## src/rtl/pipeline_stall_ctrl.sv

```systemverilog
// Central pipeline stall/flush control: merges load-use and branch hazards with
// mul/div sequencing and data-memory wait states into prioritised stage controls.
module pipeline_stall_ctrl #(
  parameter int unsigned MD_TIMEOUT = 64,
  parameter int unsigned CNT_W      = 32
) (
  input  logic             clk,
  input  logic             rst,
  input  logic             lw_stall_i,
  input  logic             pcsrc_e_i,
  input  logic             md_op_e_i,
  input  logic             md_done_i,
  output logic             md_start_o,
  input  logic             mem_req_m_i,
  input  logic             mem_ready_i,
  output logic             stall_f_o,
  output logic             stall_d_o,
  output logic             stall_e_o,
  output logic             stall_m_o,
  output logic             flush_d_o,
  output logic             flush_e_o,
  output logic             flush_m_o,
  output logic             flush_w_o,
  output logic             md_timeout_o,
  output logic [CNT_W-1:0] stall_cycles_o
);

  localparam int unsigned RUN_W = (MD_TIMEOUT > 2) ? $clog2(MD_TIMEOUT) : 1;

  typedef enum logic [1:0] {
    MD_IDLE = 2'd0,
    MD_RUN  = 2'd1,
    MD_DONE = 2'd2
  } md_state_t;

  md_state_t        r_state;
  logic [RUN_W-1:0] r_run_cnt;
  logic             r_md_timeout;
  logic [CNT_W-1:0] r_stall_cycles;

  logic w_mem_wait;
  logic w_md_busy;
  logic w_run_last;
  logic w_md_start;

  assign w_mem_wait = mem_req_m_i & ~mem_ready_i;
  assign w_md_busy  = ((r_state == MD_IDLE) & md_op_e_i) | (r_state == MD_RUN) |
                      ((r_state == MD_DONE) & w_mem_wait);
  assign w_run_last = (r_run_cnt == RUN_W'(MD_TIMEOUT - 1));
  assign w_md_start = (r_state == MD_IDLE) & md_op_e_i & ~w_mem_wait;

  // Mul/div sequencing; a watchdog expiry completes the op and latches a sticky flag.
  always_ff @(posedge clk or negedge rst) begin
    if (!rst) begin
      r_state      <= MD_IDLE;
      r_run_cnt    <= '0;
      r_md_timeout <= 1'b0;
    end else begin
      case (r_state)
        MD_IDLE: begin
          if (w_md_start) begin
            r_state   <= MD_RUN;
            r_run_cnt <= '0;
          end
        end
        MD_RUN: begin
          r_run_cnt <= r_run_cnt + RUN_W'(1);
          if (md_done_i) begin
            r_state <= MD_DONE;
          end else if (w_run_last) begin
            r_md_timeout <= 1'b1;
            r_state      <= MD_DONE;
          end
        end
        MD_DONE: begin
          if (!w_mem_wait) r_state <= MD_IDLE;
        end
        default: r_state <= MD_IDLE;
      endcase
    end
  end

  // Fetch-stall performance counter, wraps naturally.
  always_ff @(posedge clk or negedge rst) begin
    if (!rst) begin
      r_stall_cycles <= '0;
    end else if (stall_f_o) begin
      r_stall_cycles <= r_stall_cycles + CNT_W'(1);
    end
  end

  // Prioritised stage controls: memory wait freezes everything up to Memory.
  always_comb begin
    stall_f_o  = 1'b0;
    stall_d_o  = 1'b0;
    stall_e_o  = 1'b0;
    stall_m_o  = 1'b0;
    flush_d_o  = 1'b0;
    flush_e_o  = 1'b0;
    flush_m_o  = 1'b0;
    flush_w_o  = 1'b0;
    md_start_o = w_md_start;
    if (w_mem_wait) begin
      stall_f_o = 1'b1;
      stall_d_o = 1'b1;
      stall_e_o = 1'b1;
      stall_m_o = 1'b1;
      flush_w_o = 1'b1;
    end else if (w_md_busy) begin
      stall_f_o = 1'b1;
      stall_d_o = 1'b1;
      stall_e_o = 1'b1;
      flush_m_o = 1'b1;
    end else if (pcsrc_e_i) begin
      flush_d_o = 1'b1;
      flush_e_o = 1'b1;
    end else if (lw_stall_i) begin
      stall_f_o = 1'b1;
      stall_d_o = 1'b1;
      flush_e_o = 1'b1;
    end
  end

  assign md_timeout_o   = r_md_timeout;
  assign stall_cycles_o = r_stall_cycles;

endmodule
```

## config.mk

```make
export PLATFORM = sky130hd
export DESIGN_NAME = pipeline_stall_ctrl
export DESIGN_NICKNAME = d
export VERILOG_FILES = /design/src/rtl/pipeline_stall_ctrl.sv
export SDC_FILE = /design/constraint.sdc
export NUM_CORES = 1
export LEC_CHECK = 0
export CAP_MARGIN = 30
export CORE_MARGIN = 3
export CORE_UTILIZATION = 45
export CTS_BUF_LIST = sky130_fd_sc_hd__clkbuf_4 sky130_fd_sc_hd__clkbuf_8
export DETAILED_ROUTE_END_ITERATION = 10
export PLACE_DENSITY = 0.75
export SLEW_MARGIN = 20
export SYNTH_ARGS = -nofsm -noshare
export SYNTH_HDL_FRONTEND = slang
export SYNTH_SLANG_ARGS = --single-unit
```

## constraint.sdc

```tcl
create_clock -name clk -period 2.44 [get_ports clk]
set_input_delay 0.732 -clock clk [delete_from_list [all_inputs] [get_ports clk]]
set_output_delay 0.732 -clock clk [all_outputs]
set_load 0.005 [all_outputs]
```

==> results of run 1 <==
==> state kept, by name, indices dropped and copies added, names as in the netlist <==
register / flops
r_run_cnt: 6
stall_cycles_o: 32
md_timeout_o: 1
r_state: 2
==> power breakdown <==
part           switching [W]  leakage, nW  internal, W
clock               0.000243       0.0512     0.000229
sequential          0.000132        0.540     0.000778
combinational       0.000268        0.638     0.000367
total               0.000643         1.23      0.00137
==> critical path, stage by stage <==
cell and delay, ns:
dlygate4sd2_1 0.25, o21bai_2 0.19, buf_4 0.16, buf_4 0.09, nor2_1 0.03, clkdlybuf4s15_2 0.20
==> logic make-up after synthesis <==
group	after synthesis
multiplexers	1
XOR/XNOR	32
AND/OR/NAND/NOR	87
adder cells (fa/ha/maj)	2
AO/OA/AOI/OAI	19
flip-flops	41
buffers and inverters	7
==> final timing paths <==
path                               from                  to  slack, ns  cells after the start
setup / recovery              md_op_e_i           flush_m_o       0.06                      6
hold / removal             md_timeout_o        md_timeout_o       0.47                      1
setup reg to reg             r_state[1]  stall_cycles_o[30]       0.60                      8
hold reg to reg            md_timeout_o        md_timeout_o       0.47                      1
max in group asynchronous           rst   stall_cycles_o[1]       1.61                      2
min in group asynchronous           rst  stall_cycles_o[28]       0.48                      2
==> per-stage QoR <==
step / util [%] / std cells
after floorplan: - / 189
after global placement: 63.6 / 298
after detailed placement: 63.6 / 298
after CTS: 67.1 / 310
after global routing: 67.2 / 310
final: 67.2 / 310
==> cell type report <==
cell class                      count  area share [%]
Clock buffer                        6            2.97
Clock inverter                      2           0.494
Inverter                            2           0.270
Multi-Input combinational cell    141            34.4
Sequential cell                    41            36.9
Tap cell                           50            2.25
Timing Repair Buffer               68            22.8
==> timing repair <==
item | 4_1_cts | 5_1_grt
buffers inserted | 4 | 0
pin swaps | 3 | 1
resized for setup | 45 | 2
setup endpoints to repair | 9 | 9
cloned | 0 | 0
==> layer usage <==
layer / vias up / GRT usage [%] / part of all wire (%)
li1: 804 / - / -
met1: 780 / 23.9 / 45
met2: 46 / 27.2 / 47
met3: 7 / 4.68 / 6.0
met4: 0 / 8.61 / 1.5
met5: - / 0 / 0
==> cells in the mapped netlist, drive strengths merged, types with 3 or more instances <==
library cell	count
nand4	15
and3	6
nor2	11
nand2b	3
nand3	17
dfrtp	41
buf	5
and4	4
xor2	10
and2	3
o21ai	10
nand2	19
xnor2	22
nor3	5
==> out/results.ini, run 1 <==
[flow_run]
max_cap_viol_count=0

[sta]
drv_slew=0
hold_viol=0
slew_headroom_pct=57.2
tns_ns=0
fmax_mhz=419
finalCriticalPeriod_ns=2.38
rsz0062_at_grt=false
setup_violations=0
timing.final.ws_setup_ns=0.0559
hold-worst-slack_ns=0.473
fin_skew_ns=0.00823
tightest_slew_ns=0.638
finalCritPeriodShare_pct=97.7

[synth]
seq_area_frac_synth_pct=51.4
async_flop_share_pct=100
synth_compound_area_share_pct=6.39
synthTopCellsByArea=dfrtp_1 51%, xnor2_1 9.6%, nand4_1 4.4%
yosysTopAreaCellShare_pct=51.4
synth-adder-area-share_pct=1.25
synth_largest_area_cell=dfrtp_1
synthSimpleGateAreaFrac_pct=23.7
syn_area_sq_um=2000
synth-edff-count=0
synthFlopType=dfrtp_1
synth.net_count=199
synth-xor-area-share_pct=14.0
syn_avg_cell_area_sq_um=10.6
ys_seq_elements=41
yosys-mux-area-fraction_pct=0.564
synth_warnings=0
synth_cells=189
synth_cell_types=31
synth_top_family_by_area=simple AND/OR/NAND/NOR gates

[cts]
htree_levels=2
cts_buffer_depth=2
clk-insertion-delay-late_ns=0.30
path_clk_slew_ns=0.08
cts_tree=yes
hold_buffers=0
clock_sink_count=41
cts-root-buf=clkbuf_8
numCtsBuffers=5

[setup_path]
path_class=primary input to primary output
arrival_ns=1.65
cp_data_required_time_ns=1.71
end_kind=primary output
critPathMaxFanout=3
startpoint_type=primary input

[final_layout]
drive_gt1_share_pct=19.6
area_growth_pct=39.4
layout_commonest_cell=dfrtp_1
nNetsFinal=269
ff_latch_area_sq_um=1030
nFillCells=348
antennaDiodeCount=0
final_area_sq_um=2780
multi_input_area_sq_um=957
layout_common_cells=41 x dfrtp_1, 35 x clkdlybuf4s50_1, 22 x xnor2_1

[placement]
gp_congestion=0.783
dpl_worst_slack_ns=-0.484
numPortBuffers=49
place_area_sq_um=2640
place_hpwl_microns=2980

[hold_path]
hp-class=flop to flop

[floorplanning]
die_width_microns=72.6
start_util_pct=48.2
rows=23
core_sq_um=4140
die_h_microns=72.6
io_pins=50
die_area_sq_um=5270

[route]
drt-initial-drc-count=106
drc_errors=0
detail_route.wl_per_cell_microns=13.7
viasPerCell=5.28
dr.pass1.iters=4
antenna_left=0
finalWirelength_microns=4230
vias=1637

[outcome]
status=completed

[grt]
grt-ovfl-total=0
grt_use_total_pct=17.9
grt_pass1_vias=1629
antenna_found_initial=0
grt_pass1_wl_microns=7330
grt_max_degree=42

[power]
power.total_w=0.00202
static-leakage-power_nw=1.23
powerDensity_nw_per_um2=725
ir_drop_mv=0.514

(Power assumes the default switching activity.)
==> inputs of run 2 (changes only) <==
--- a/config.mk
+++ b/config.mk
@@ -11,7 +11,6 @@
 export CTS_BUF_LIST = sky130_fd_sc_hd__clkbuf_4 sky130_fd_sc_hd__clkbuf_8
 export DETAILED_ROUTE_END_ITERATION = 10
 export PLACE_DENSITY = 0.75
-export SLEW_MARGIN = 20
 export SYNTH_ARGS = -nofsm -noshare
 export SYNTH_HDL_FRONTEND = slang
 export SYNTH_SLANG_ARGS = --single-unit
==> constraint.sdc (replaced) <==
create_clock -name clk -period 2.5 [get_ports clk]
set_input_delay 0.75 -clock clk [delete_from_list [all_inputs] [get_ports clk]]
set_output_delay 0.75 -clock clk [all_outputs]
set_load 0.005 [all_outputs]
==> out/results.ini, run 2 (synthesis results as in run 1) <==
[outcome]
status=completed

[route]
antenna_left=0  ; unchanged
drc_errors=0  ; unchanged
viasPerCell=5.23  ; -1.0%
dr.pass1.iters=4  ; unchanged
finalWirelength_microns=4360  ; +3.1%
vias=1641  ; +0.24%
detail_route.wl_per_cell_microns=13.9  ; +1.8%
drt-initial-drc-count=138  ; +30%

[sta]
drv_slew=0  ; unchanged
fmax_mhz=414
slew_headroom_pct=55.9  ; -1.2 points
setup_violations=0  ; unchanged
tightest_slew_ns=0.656  ; +0.0181 ns
finalCriticalPeriod_ns=2.42
timing.final.ws_setup_ns=0.0822  ; +0.0262 ns
hold-worst-slack_ns=0.472  ; -0.000663 ns
finalCritPeriodShare_pct=96.7
fin_skew_ns=0.00791  ; -0.000314 ns
rsz0062_at_grt=false
hold_viol=0  ; unchanged

[setup_path]
path_class=primary input to primary output
arrival_ns=1.67  ; +0.02 ns
end_kind=primary output
critPathMaxFanout=4  ; +1
startpoint_type=primary input
cp_data_required_time_ns=1.75  ; +0.04 ns

[power]
p_comb_share_pct=31.8  ; +0.3 points
static-leakage-power_nw=1.24  ; +1.1%
p_int_w=0.00135  ; -1.8%
sw_frac_of_total_pct=32.0  ; +0.10 points
power_frac_clock_pct=23.4  ; about the same
p_sw_w=0.000634  ; -1.3%
powerDensity_nw_per_um2=704  ; -2.8%
ir_drop_mv=0.529  ; +3.0%
seqPwrFrac_pct=44.8  ; -0.3 points

[final_layout]
nFillCells=346  ; -0.57%
largest_register_ffs=32  ; unchanged
final_area_sq_um=2820  ; +1.2%
instances_no_fill=314  ; +1.3%
nNetsFinal=273  ; +1.5%
drive_gt1_share_pct=18.9  ; -0.68 points
antennaDiodeCount=0  ; unchanged
area_growth_pct=41.1
final_util_pct=68.0  ; +0.82 points
layout_commonest_cell=dfrtp_1
layout_common_cells=41 x dfrtp_1, 34 x clkdlybuf4s50_1, 22 x xnor2_1

[grt]
grt_max_degree=42  ; unchanged
antenna_found_initial=0  ; unchanged
grt_use_total_pct=18.2  ; +0.29 points
grt_pass1_wl_microns=7450  ; +1.5%
grt-ovfl-total=0  ; unchanged
grt_pass1_vias=1605  ; -1.5%

[cts]
cts-root-buf=clkbuf_8
cts_tree=yes
cts_buffer_depth=2  ; unchanged
numCtsBuffers=5  ; unchanged
htree_levels=2  ; unchanged
clk-insertion-delay-late_ns=0.30  ; about the same
path_clk_slew_ns=0.08  ; about the same
clock_sink_count=41  ; unchanged
hold_buffers=0  ; unchanged

[floorplanning]
start_util_pct=48.2  ; unchanged
die_h_microns=72.6  ; unchanged
die_area_sq_um=5270  ; unchanged
io_pins=50  ; unchanged
rows=23  ; unchanged
die_width_microns=72.6  ; unchanged
core_sq_um=4140  ; unchanged

[placement]
post-place-cells=298  ; unchanged
dpl_worst_slack_ns=-0.460  ; +0.0240 ns
numPortBuffers=49  ; unchanged
gp_congestion=0.783  ; unchanged
place_area_sq_um=2640  ; unchanged
place_hpwl_microns=2980  ; unchanged

[flow_run]
max_cap_viol_count=0  ; unchanged

[hold_path]
hp-class=flop to flop

==> run 2: path summary, 6_finish.rpt <==
| kind | startpoint | endpoint | slack, ns | cells past startpoint |
|---|---|---|---|---|
| max | mem_ready_i | md_start_o | 0.08 | 8 |
| min | md_timeout_o | md_timeout_o | 0.47 | 1 |
| max reg2reg | r_state[1] | stall_cycles_o[30] | 0.54 | 9 |
| min reg2reg | md_timeout_o | md_timeout_o | 0.47 | 1 |
| max in group asynchronous | rst | stall_cycles_o[1] | 1.64 | 2 |
| min in group asynchronous | rst | r_run_cnt[1] | 0.50 | 2 |
==> run 2: stage by stage <==
step	setup TNS (ns)	total power, W
final	0	0.00198
after global routing	0	0.00211
after CTS	0	0.00200
after detailed placement	-3.63	0.00151
after global placement	-3.41	0.00149
after floorplan	0	0.00115
==> run 2: final cells by class <==
class / instances / area (sq um) / share of cell area, %
sequential: 41 / 1030 / 36.4
multi-input combinational: 141 / 955 / 33.9
timing repair buffer: 72 / 671 / 23.8
clock buffer: 6 / 82.6 / 2.93
tap: 50 / 62.6 / 2.22
clock inverter: 2 / 13.8 / 0.488
inverter: 2 / 7.51 / 0.266
==> run 2: repair_timing <==
action                                  CTS  global route
endpoints found under the setup margin    9             2
pin swaps                                 3             1
setup buffers                             7             1
resized for setup                        35             2
==> run 2: power by group through the flow <==
stage | clock network (W) | registers (W) | logic (W)
6_report | 0.000464 | 0.000889 | 0.000632
5_1_grt | 0.000501 | 0.000908 | 0.000705
4_1_cts | 0.000472 | 0.000888 | 0.000636
3_5_place_dp | 0 | 0.000899 | 0.000615
3_3_place_gp | 0 | 0.000894 | 0.000601
2_1_floorplan | 0 | 0.000879 | 0.000271
==> run 2: per-layer routing <==
layer / share of wire, % / track usage, % / vias up
met5: 0 / 0 / -
met4: 1.2 / 7.38 / 0
met3: 5.8 / 4.55 / 6
met2: 45 / 27.6 / 41
met1: 47 / 25.0 / 780
li1: - / - / 814
==> run 2: worst max-delay path, stage by stage <==
cell,delay [ns]
dlygate4sd2_1,0.22
nand2b_4,0.15
buf_6,0.12
buf_6,0.11
buf_6,0.11
nand3_4,0.05
inv_2,0.04
buf_2,0.11
